--- src/rtl/master_port.sv ---
`default_nettype none
// ============================================================================
// Module   : master_port
// Purpose  : Serial bus master. Accepts a single-beat read/write request,
//            handshakes with the slave, shifts address/write data out LSB
//            first, shifts read data in LSB first, and reports completion
//            with a one-cycle response pulse. Both handshake waits are
//            bounded by a timeout that completes the transfer with an error.
// Revision : 1.0  initial release
// ============================================================================
module master_port #(
    parameter int ADDR_WIDTH = 12,
    parameter int DATA_WIDTH = 8,
    parameter int TIMEOUT    = 255
) (
    input  logic                  clk,
    input  logic                  reset,
    // user request / response
    input  logic                  req_valid,
    input  logic                  req_write,
    input  logic [ADDR_WIDTH-1:0] req_addr,
    input  logic [DATA_WIDTH-1:0] req_wdata,
    output logic                  req_ready,
    output logic                  rsp_valid,
    output logic [DATA_WIDTH-1:0] rsp_rdata,
    output logic                  rsp_err,
    // serial bus towards the slave
    output logic                  read_en,
    output logic                  write_en,
    output logic                  master_valid,
    output logic                  master_ready,
    input  logic                  slave_ready,
    input  logic                  slave_valid,
    output logic                  tx_addr,
    output logic                  tx_data,
    output logic                  tx_burst,
    input  logic                  rx_data
);

    // ------------------------------------------------------------------
    // Constants
    // ------------------------------------------------------------------
    localparam int c_max_w = (ADDR_WIDTH > DATA_WIDTH) ? ADDR_WIDTH : DATA_WIDTH;
    localparam int c_cnt_w = $clog2(c_max_w) + 1;

    localparam logic [c_cnt_w-1:0] c_addr_last = c_cnt_w'(ADDR_WIDTH - 1);
    localparam logic [c_cnt_w-1:0] c_data_last = c_cnt_w'(DATA_WIDTH - 1);
    // The wait counter starts at 0 on entry, so the last waiting cycle is TIMEOUT-1
    localparam logic [7:0]         c_to_last   = 8'(TIMEOUT - 1);

    localparam logic [2:0] c_s_idle     = 3'd0;
    localparam logic [2:0] c_s_wait_slv = 3'd1;
    localparam logic [2:0] c_s_addr     = 3'd2;
    localparam logic [2:0] c_s_wdata    = 3'd3;
    localparam logic [2:0] c_s_rwait    = 3'd4;
    localparam logic [2:0] c_s_rdata    = 3'd5;
    localparam logic [2:0] c_s_done     = 3'd6;

    // ------------------------------------------------------------------
    // State, counters and shadow registers
    // ------------------------------------------------------------------
    logic [2:0]            r_state,   w_state_n;
    logic [c_cnt_w-1:0]    r_bit_cnt, w_bit_cnt_n;
    logic [7:0]            r_to_cnt,  w_to_cnt_n;
    logic                  r_wr,      w_wr_n;
    logic [ADDR_WIDTH-1:0] r_addr,    w_addr_n;
    logic [DATA_WIDTH-1:0] r_wdata,   w_wdata_n;
    logic [DATA_WIDTH-1:0] r_rdata,   w_rdata_n;
    logic                  w_err_n;

    // Next values of the registered outputs
    logic                  w_req_ready_d;
    logic                  w_rsp_valid_d;
    logic [DATA_WIDTH-1:0] w_rsp_rdata_d;
    logic                  w_rsp_err_d;
    logic                  w_read_en_d;
    logic                  w_write_en_d;
    logic                  w_master_valid_d;
    logic                  w_master_ready_d;
    logic                  w_tx_addr_d;
    logic                  w_tx_data_d;
    logic                  w_busy_n;

    // Single-beat transfers only
    assign tx_burst = 1'b0;

    // State register plus the counters and shift registers it sequences
    always_ff @(posedge clk or posedge reset) begin
        if (reset) begin
            r_state   <= c_s_idle;
            r_bit_cnt <= '0;
            r_to_cnt  <= '0;
            r_wr      <= 1'b0;
            r_addr    <= '0;
            r_wdata   <= '0;
            r_rdata   <= '0;
        end else begin
            r_state   <= w_state_n;
            r_bit_cnt <= w_bit_cnt_n;
            r_to_cnt  <= w_to_cnt_n;
            r_wr      <= w_wr_n;
            r_addr    <= w_addr_n;
            r_wdata   <= w_wdata_n;
            r_rdata   <= w_rdata_n;
        end
    end

    // Next-state logic; address and write data shift right so bit 0 is always the bit on the wire
    always_comb begin
        w_state_n   = r_state;
        w_bit_cnt_n = r_bit_cnt;
        w_to_cnt_n  = r_to_cnt;
        w_wr_n      = r_wr;
        w_addr_n    = r_addr;
        w_wdata_n   = r_wdata;
        w_rdata_n   = r_rdata;
        w_err_n     = 1'b0;

        case (r_state)
            c_s_idle: begin
                if (req_valid) begin
                    w_state_n   = c_s_wait_slv;
                    w_wr_n      = req_write;
                    w_addr_n    = req_addr;
                    w_wdata_n   = req_wdata;
                    w_rdata_n   = '0;
                    w_bit_cnt_n = '0;
                    w_to_cnt_n  = '0;
                end
            end

            c_s_wait_slv: begin
                // A handshake in the timeout cycle still wins
                if (slave_ready) begin
                    w_state_n   = c_s_addr;
                    w_bit_cnt_n = '0;
                end else if (r_to_cnt == c_to_last) begin
                    w_state_n = c_s_done;
                    w_err_n   = 1'b1;
                end else begin
                    w_to_cnt_n = r_to_cnt + 8'd1;
                end
            end

            c_s_addr: begin
                if (r_bit_cnt == c_addr_last) begin
                    w_bit_cnt_n = '0;
                    w_to_cnt_n  = '0;
                    w_state_n   = r_wr ? c_s_wdata : c_s_rwait;
                end else begin
                    w_bit_cnt_n = r_bit_cnt + 1'b1;
                    w_addr_n    = r_addr >> 1;
                end
            end

            c_s_wdata: begin
                if (r_bit_cnt == c_data_last) begin
                    w_state_n = c_s_done;
                end else begin
                    w_bit_cnt_n = r_bit_cnt + 1'b1;
                    w_wdata_n   = r_wdata >> 1;
                end
            end

            c_s_rwait: begin
                if (slave_valid) begin
                    w_state_n   = c_s_rdata;
                    w_bit_cnt_n = '0;
                end else if (r_to_cnt == c_to_last) begin
                    w_state_n = c_s_done;
                    w_err_n   = 1'b1;
                end else begin
                    w_to_cnt_n = r_to_cnt + 8'd1;
                end
            end

            c_s_rdata: begin
                // Shift in from the top so the first received bit ends up in bit 0
                w_rdata_n = {rx_data, r_rdata[DATA_WIDTH-1:1]};
                if (r_bit_cnt == c_data_last) begin
                    w_state_n = c_s_done;
                end else begin
                    w_bit_cnt_n = r_bit_cnt + 1'b1;
                end
            end

            c_s_done: begin
                w_state_n = c_s_idle;
            end

            default: begin
                w_state_n = c_s_idle;
            end
        endcase
    end

    // Output decode from the next state so registered outputs line up with the state they describe
    always_comb begin
        w_busy_n = (w_state_n == c_s_wait_slv) || (w_state_n == c_s_addr)  ||
                   (w_state_n == c_s_wdata)    || (w_state_n == c_s_rwait) ||
                   (w_state_n == c_s_rdata);

        w_req_ready_d    = (w_state_n == c_s_idle);
        w_rsp_valid_d    = (w_state_n == c_s_done);
        w_rsp_err_d      = w_err_n;
        w_rsp_rdata_d    = ((w_state_n == c_s_done) && !w_err_n) ? w_rdata_n : '0;
        w_write_en_d     = w_busy_n &&  w_wr_n;
        w_read_en_d      = w_busy_n && !w_wr_n;
        w_master_valid_d = (w_state_n == c_s_addr)  || (w_state_n == c_s_wdata);
        w_master_ready_d = (w_state_n == c_s_rwait) || (w_state_n == c_s_rdata);
        w_tx_addr_d      = (w_state_n == c_s_addr)  ? w_addr_n[0]  : 1'b0;
        w_tx_data_d      = (w_state_n == c_s_wdata) ? w_wdata_n[0] : 1'b0;
    end

    // Output registers; reset clears the bus lines immediately, leaving only req_ready high
    always_ff @(posedge clk or posedge reset) begin
        if (reset) begin
            req_ready    <= 1'b1;
            rsp_valid    <= 1'b0;
            rsp_rdata    <= '0;
            rsp_err      <= 1'b0;
            read_en      <= 1'b0;
            write_en     <= 1'b0;
            master_valid <= 1'b0;
            master_ready <= 1'b0;
            tx_addr      <= 1'b0;
            tx_data      <= 1'b0;
        end else begin
            req_ready    <= w_req_ready_d;
            rsp_valid    <= w_rsp_valid_d;
            rsp_rdata    <= w_rsp_rdata_d;
            rsp_err      <= w_rsp_err_d;
            read_en      <= w_read_en_d;
            write_en     <= w_write_en_d;
            master_valid <= w_master_valid_d;
            master_ready <= w_master_ready_d;
            tx_addr      <= w_tx_addr_d;
            tx_data      <= w_tx_data_d;
        end
    end

endmodule
`default_nettype wire

--- config.mk ---
export PLATFORM = sky130hd
export DESIGN_NAME = master_port
export DESIGN_NICKNAME = d
export VERILOG_FILES = /design/src/rtl/master_port.sv
export SDC_FILE = /design/constraint.sdc
export NUM_CORES = 1
export LEC_CHECK = 0
export ABC_AREA = 1
export BUFFER_PORTS_ARGS = -buffer_cell sky130_fd_sc_hd__buf_2
export CAP_MARGIN = 20
export CORE_ASPECT_RATIO = 2
export CORE_MARGIN = 3
export CORE_UTILIZATION = 35
export CTS_CLUSTER_DIAMETER = 40
export CTS_CLUSTER_SIZE = 28
export DETAILED_ROUTE_END_ITERATION = 10
export PLACE_DENSITY_LB_ADDON = 0.3
export SETUP_SLACK_MARGIN = 0.5
export SLEW_MARGIN = 10
export SYNTH_ARGS = -nofsm -noshare
export SYNTH_HDL_FRONTEND = slang
export SYNTH_SLANG_ARGS = --single-unit
--- constraint.sdc ---
create_clock -name clk -period 4.6 [get_ports clk]
set_clock_uncertainty 0.15 [all_clocks]
set_input_delay 0.92 -clock clk [delete_from_list [all_inputs] [get_ports clk]]
set_output_delay 0.92 -clock clk [all_outputs]
set_load 0.02 [all_outputs]
==> summary.md <==
| Metric | Value |
|---|---|
| Status | complete, no violations |
| Hold Fails Final Rpt | 0 |
| CP startpoint kind | flip-flop |
| Mapped cell area | 0.00311 mm² |
| Register clock-pin slew on the reported worst setup and hold paths | 0.05 ns |
| Die area | approximately 0.01 mm² |
| Max_cap viols | 0 |
| Placed cells | approximately 520 |
| Syn. warnings | 0 |
| Slew Limit Fails | 0 |
| Worst slew pin tran | a little under 0.6 ns |
| Critical Path Sink Type | flip-flop |
| Area grow syn2layout | 19.3% |
| Global-route usage over all layers | between 10% and 20% |
| Core ar. | a little under 0.009 mm² |
| Fin cells | 540 |
| Post-layout nets | 465 |
| Placer's final routability congestion estimate | around 0.81 |
| Post-CTS setup buffers | 0 |
| Clk_lat worst skew | approximately 0.34 ns |
| Total CTS buffers | 9 |
| CP required | around 4.7 ns |
| CTS Buffer Depth | 2 |
| Classification of the worst setup path | flip-flop to flip-flop |
| Drt wl/cell | about 13 µm |
| Cell family with most CP delay | simple AND/OR/NAND/NOR gates |
| Clock sinks | between 60 and 70 |
| Final min period | roughly 2.1 ns |
| Post-layout util | about 43% |
| Final-layout fill cell count | about 900 |
| Most used DFF post-synth | dfrtp_1 |
| DR vias | about 2,600 |
| #FFs+latches synth | 62 |
| Syn Nets | 418 |
| Relative slew slack | between 60% and 70% |
| Total gr overflow | 0 |
| Drt first-iter violations | approximately 120 |
| Mean Syn Cell Area | around 8.0 µm² |
| Pwr dens | ~570 mW/mm² |
| Routed Antenna Nets | 0 |
| Root buffer cell | clkbuf_16 |
| Die span in y | ~140 µm |
| Crit path to | r_addr[11] |
| Synth top area cells | dfrtp_1 49%, nand2_1 15%, nand3_1 7.6% |
| Reg2reg start | r_bit_cnt[0] |
| Critical path fanouts, max | 15 |
| Most common cell in the netlist | nand2_1 |
| Total Power | about 2100 µW |
| Vias/cell | 4.84 |
| Drt drc | 0 |
| R2r setup slk | roughly 2.5 ns |
| Largest net degree at the start of global routing | 50 |
| RSZ-0062 raised after global routing | false |
| VDD IR max | approximately 0.00023 V |
| Slowest stage cell on the critical path | dfrtp_1 |
| CTS tree | done |
| Die W | 72.7 µm |
| Vias in the first global route | around 2,600 |
| IO buf count | between 40 and 50 |
| Top-area cell type share of the netlist area | about half |
| R2R cell count | 8 |
| WP data arrival | approximately 2.2 ns |
| Sequential cell area fraction in the yosys report | roughly half |
| Share of cells above drive strength 1 | 23.4% |
| FP Rows | 48 |
| Crit path cell chain | ha_1 -> nand2_1 -> clkinv_1 -> nand2_2 -> nor2_1 -> nor2_1 -> nand2_1 -> a22o_1 |
| Cell count along the critical path | 8 |
| Fraction of registers with async set/reset | 100% |
| I/O pin count | 45 |
| Post-CTS Resized | 0 |
| Setup Viol. Count Final | 0 |
| # H-tree levels | 3 |
| Initial core utilization | between 30% and 40% |
| Hold Buf Count CTS | 0 |
| Largest area contributor in the netlist | dfrtp_1 |
| Hold WS | 0.328 ns |
| First-pass iteration count of the detailed router | 4 |
| Worst Path Buf+Inv | 1 |
| Fmax | approximately 0.48 GHz |
| CP max stage delay | 0.41 ns |
| Post-synth EDFFs | 0 |
| LEAKAGE | around 0.002 µW |
| Setup crit start | r_bit_cnt[0] |
| Period utilisation layout | between 40 and 50% |
| Hold WC Path Type | flip-flop to flip-flop |
| N_diodes | 0 |
| Number of library cell types mapped by synthesis | 34 |
| Post-synth top cells | 127 x nand2_1, 61 x dfrtp_1, 47 x nand3_1 |
| Final WL | a little over 7 mm |
| Final TNS setup | 0 ns |
| Post-Synthesis Cells | just under 400 |
| Antenna violations before repair | 0 |
| HPWL after detailed placement | 5.46 mm |
| First-pass GRT wire length | between 10 and 15 mm |
| RR Endpoint | r_addr[11] |
[state kept, by name, summed over array words and instances, names as in the netlist]
name,cells
tx_addr,1
rsp_valid,1
master_valid,1
req_ready,1
r_state,3
r_to_cnt,8
r_rdata,8
write_en,1
r_wdata,8
rsp_rdata,8
tx_data,1
r_bit_cnt,5
r_addr,12
master_ready,1
read_en,1
rsp_err,1
r_wr,1
[cell families (layout without fill, tap and decap cells)]
logic type,Yosys count,count (layout),share of synthesized area [%]
buffers and inverters,54,106,7.84
xor gates and xnor gates,2,2,0.563
DFF,62,62,49.9
adders and majority gates,3,3,1.21
other,1,1,0.121
and+or+nand+nor,234,234,33.8
AOI/OAI and AO/OA,32,32,6.55
[worst register-to-register path, cell delays in order (launching register included)]
cell,delay [ns]
dfrtp_1,0.41
ha_1,0.25
nand2_1,0.08
clkinv_1,0.10
nand2_2,0.25
nor2_1,0.12
nor2_1,0.11
nand2_1,0.24
a22o_1,0.27
[per-stage QoR]
step           cell area (µm²)  setup WS, ns
3_3_place_gp              3390          2.39
4_1_cts                   3690          2.50
2_1_floorplan             3110          1.99
5_1_grt                   3710          2.31
6_report                  3710          2.52
3_5_place_dp              3390          2.39
[cell usage in the layout, fill, tap and decap left out, types with 2 or more instances in the layout]
| cell | count |
|---|---|
| nor2_2 | 3 |
| clkinv_4 | 2 |
| nor2_1 | 30 |
| nand3_2 | 2 |
| dfrtp_1 | 61 |
| a21oi_1 | 9 |
| nand2_2 | 15 |
| inv_1 | 36 |
| inv_2 | 6 |
| nand4_1 | 2 |
| o21ai_1 | 2 |
| o21ai_2 | 8 |
| buf_4 | 2 |
| o211ai_1 | 3 |
| nor2_4 | 4 |
| clkbuf_16 | 9 |
| nand3_1 | 47 |
| ha_1 | 3 |
| nand2_1 | 127 |
| o21ai_0 | 8 |
| buf_2 | 43 |
| clkinvlp_4 | 2 |
[worst min-delay path by stage]
stage / depth (start not counted) / from / to
after floorplan: 2 / r_rdata[0] / r_rdata[0]
after global placement: 2 / r_rdata[0] / r_rdata[0]
after detailed placement: 2 / r_rdata[0] / r_rdata[0]
after CTS: 2 / r_rdata[0] / r_rdata[0]
after global routing: 2 / r_rdata[0] / r_rdata[0]
final: 2 / r_rdata[0] / r_rdata[0]
[power by group]
| part | switching, µW | internal (µW) | total (µW) |
|---|---|---|---|
| registers | 100 | 694 | 795 |
| clock network | 253 | 422 | 676 |
| logic | 428 | 198 | 626 |
[metal layers]
metal | wire [µm] | GRT usage [%] | vias up | part of all wire [%]
met5 | 0 | 0 | - | 0
li1 | - | - | 1315 | -
met2 | 4080 | 28.9 | 46 | 57
met4 | 196 | 7.78 | 0 | 2.7
met1 | 2610 | 15.8 | 1240 | 37
met3 | 256 | 2.82 | 15 | 3.6
[layout make-up]
| type | count | area [µm²] | area share (%) |
|---|---|---|---|
| multi-input cells | 272 | 1320 | 35.4 |
| clock buffers | 10 | 229 | 6.17 |
| clock inverters | 6 | 71.3 | 1.92 |
| well taps | 100 | 125 | 3.37 |
| flip-flops and latches | 62 | 1550 | 41.8 |
| repair buffers | 46 | 250 | 6.74 |
| inverters | 44 | 168 | 4.52 |
Note: power is estimated with default switching activity, not from simulation.
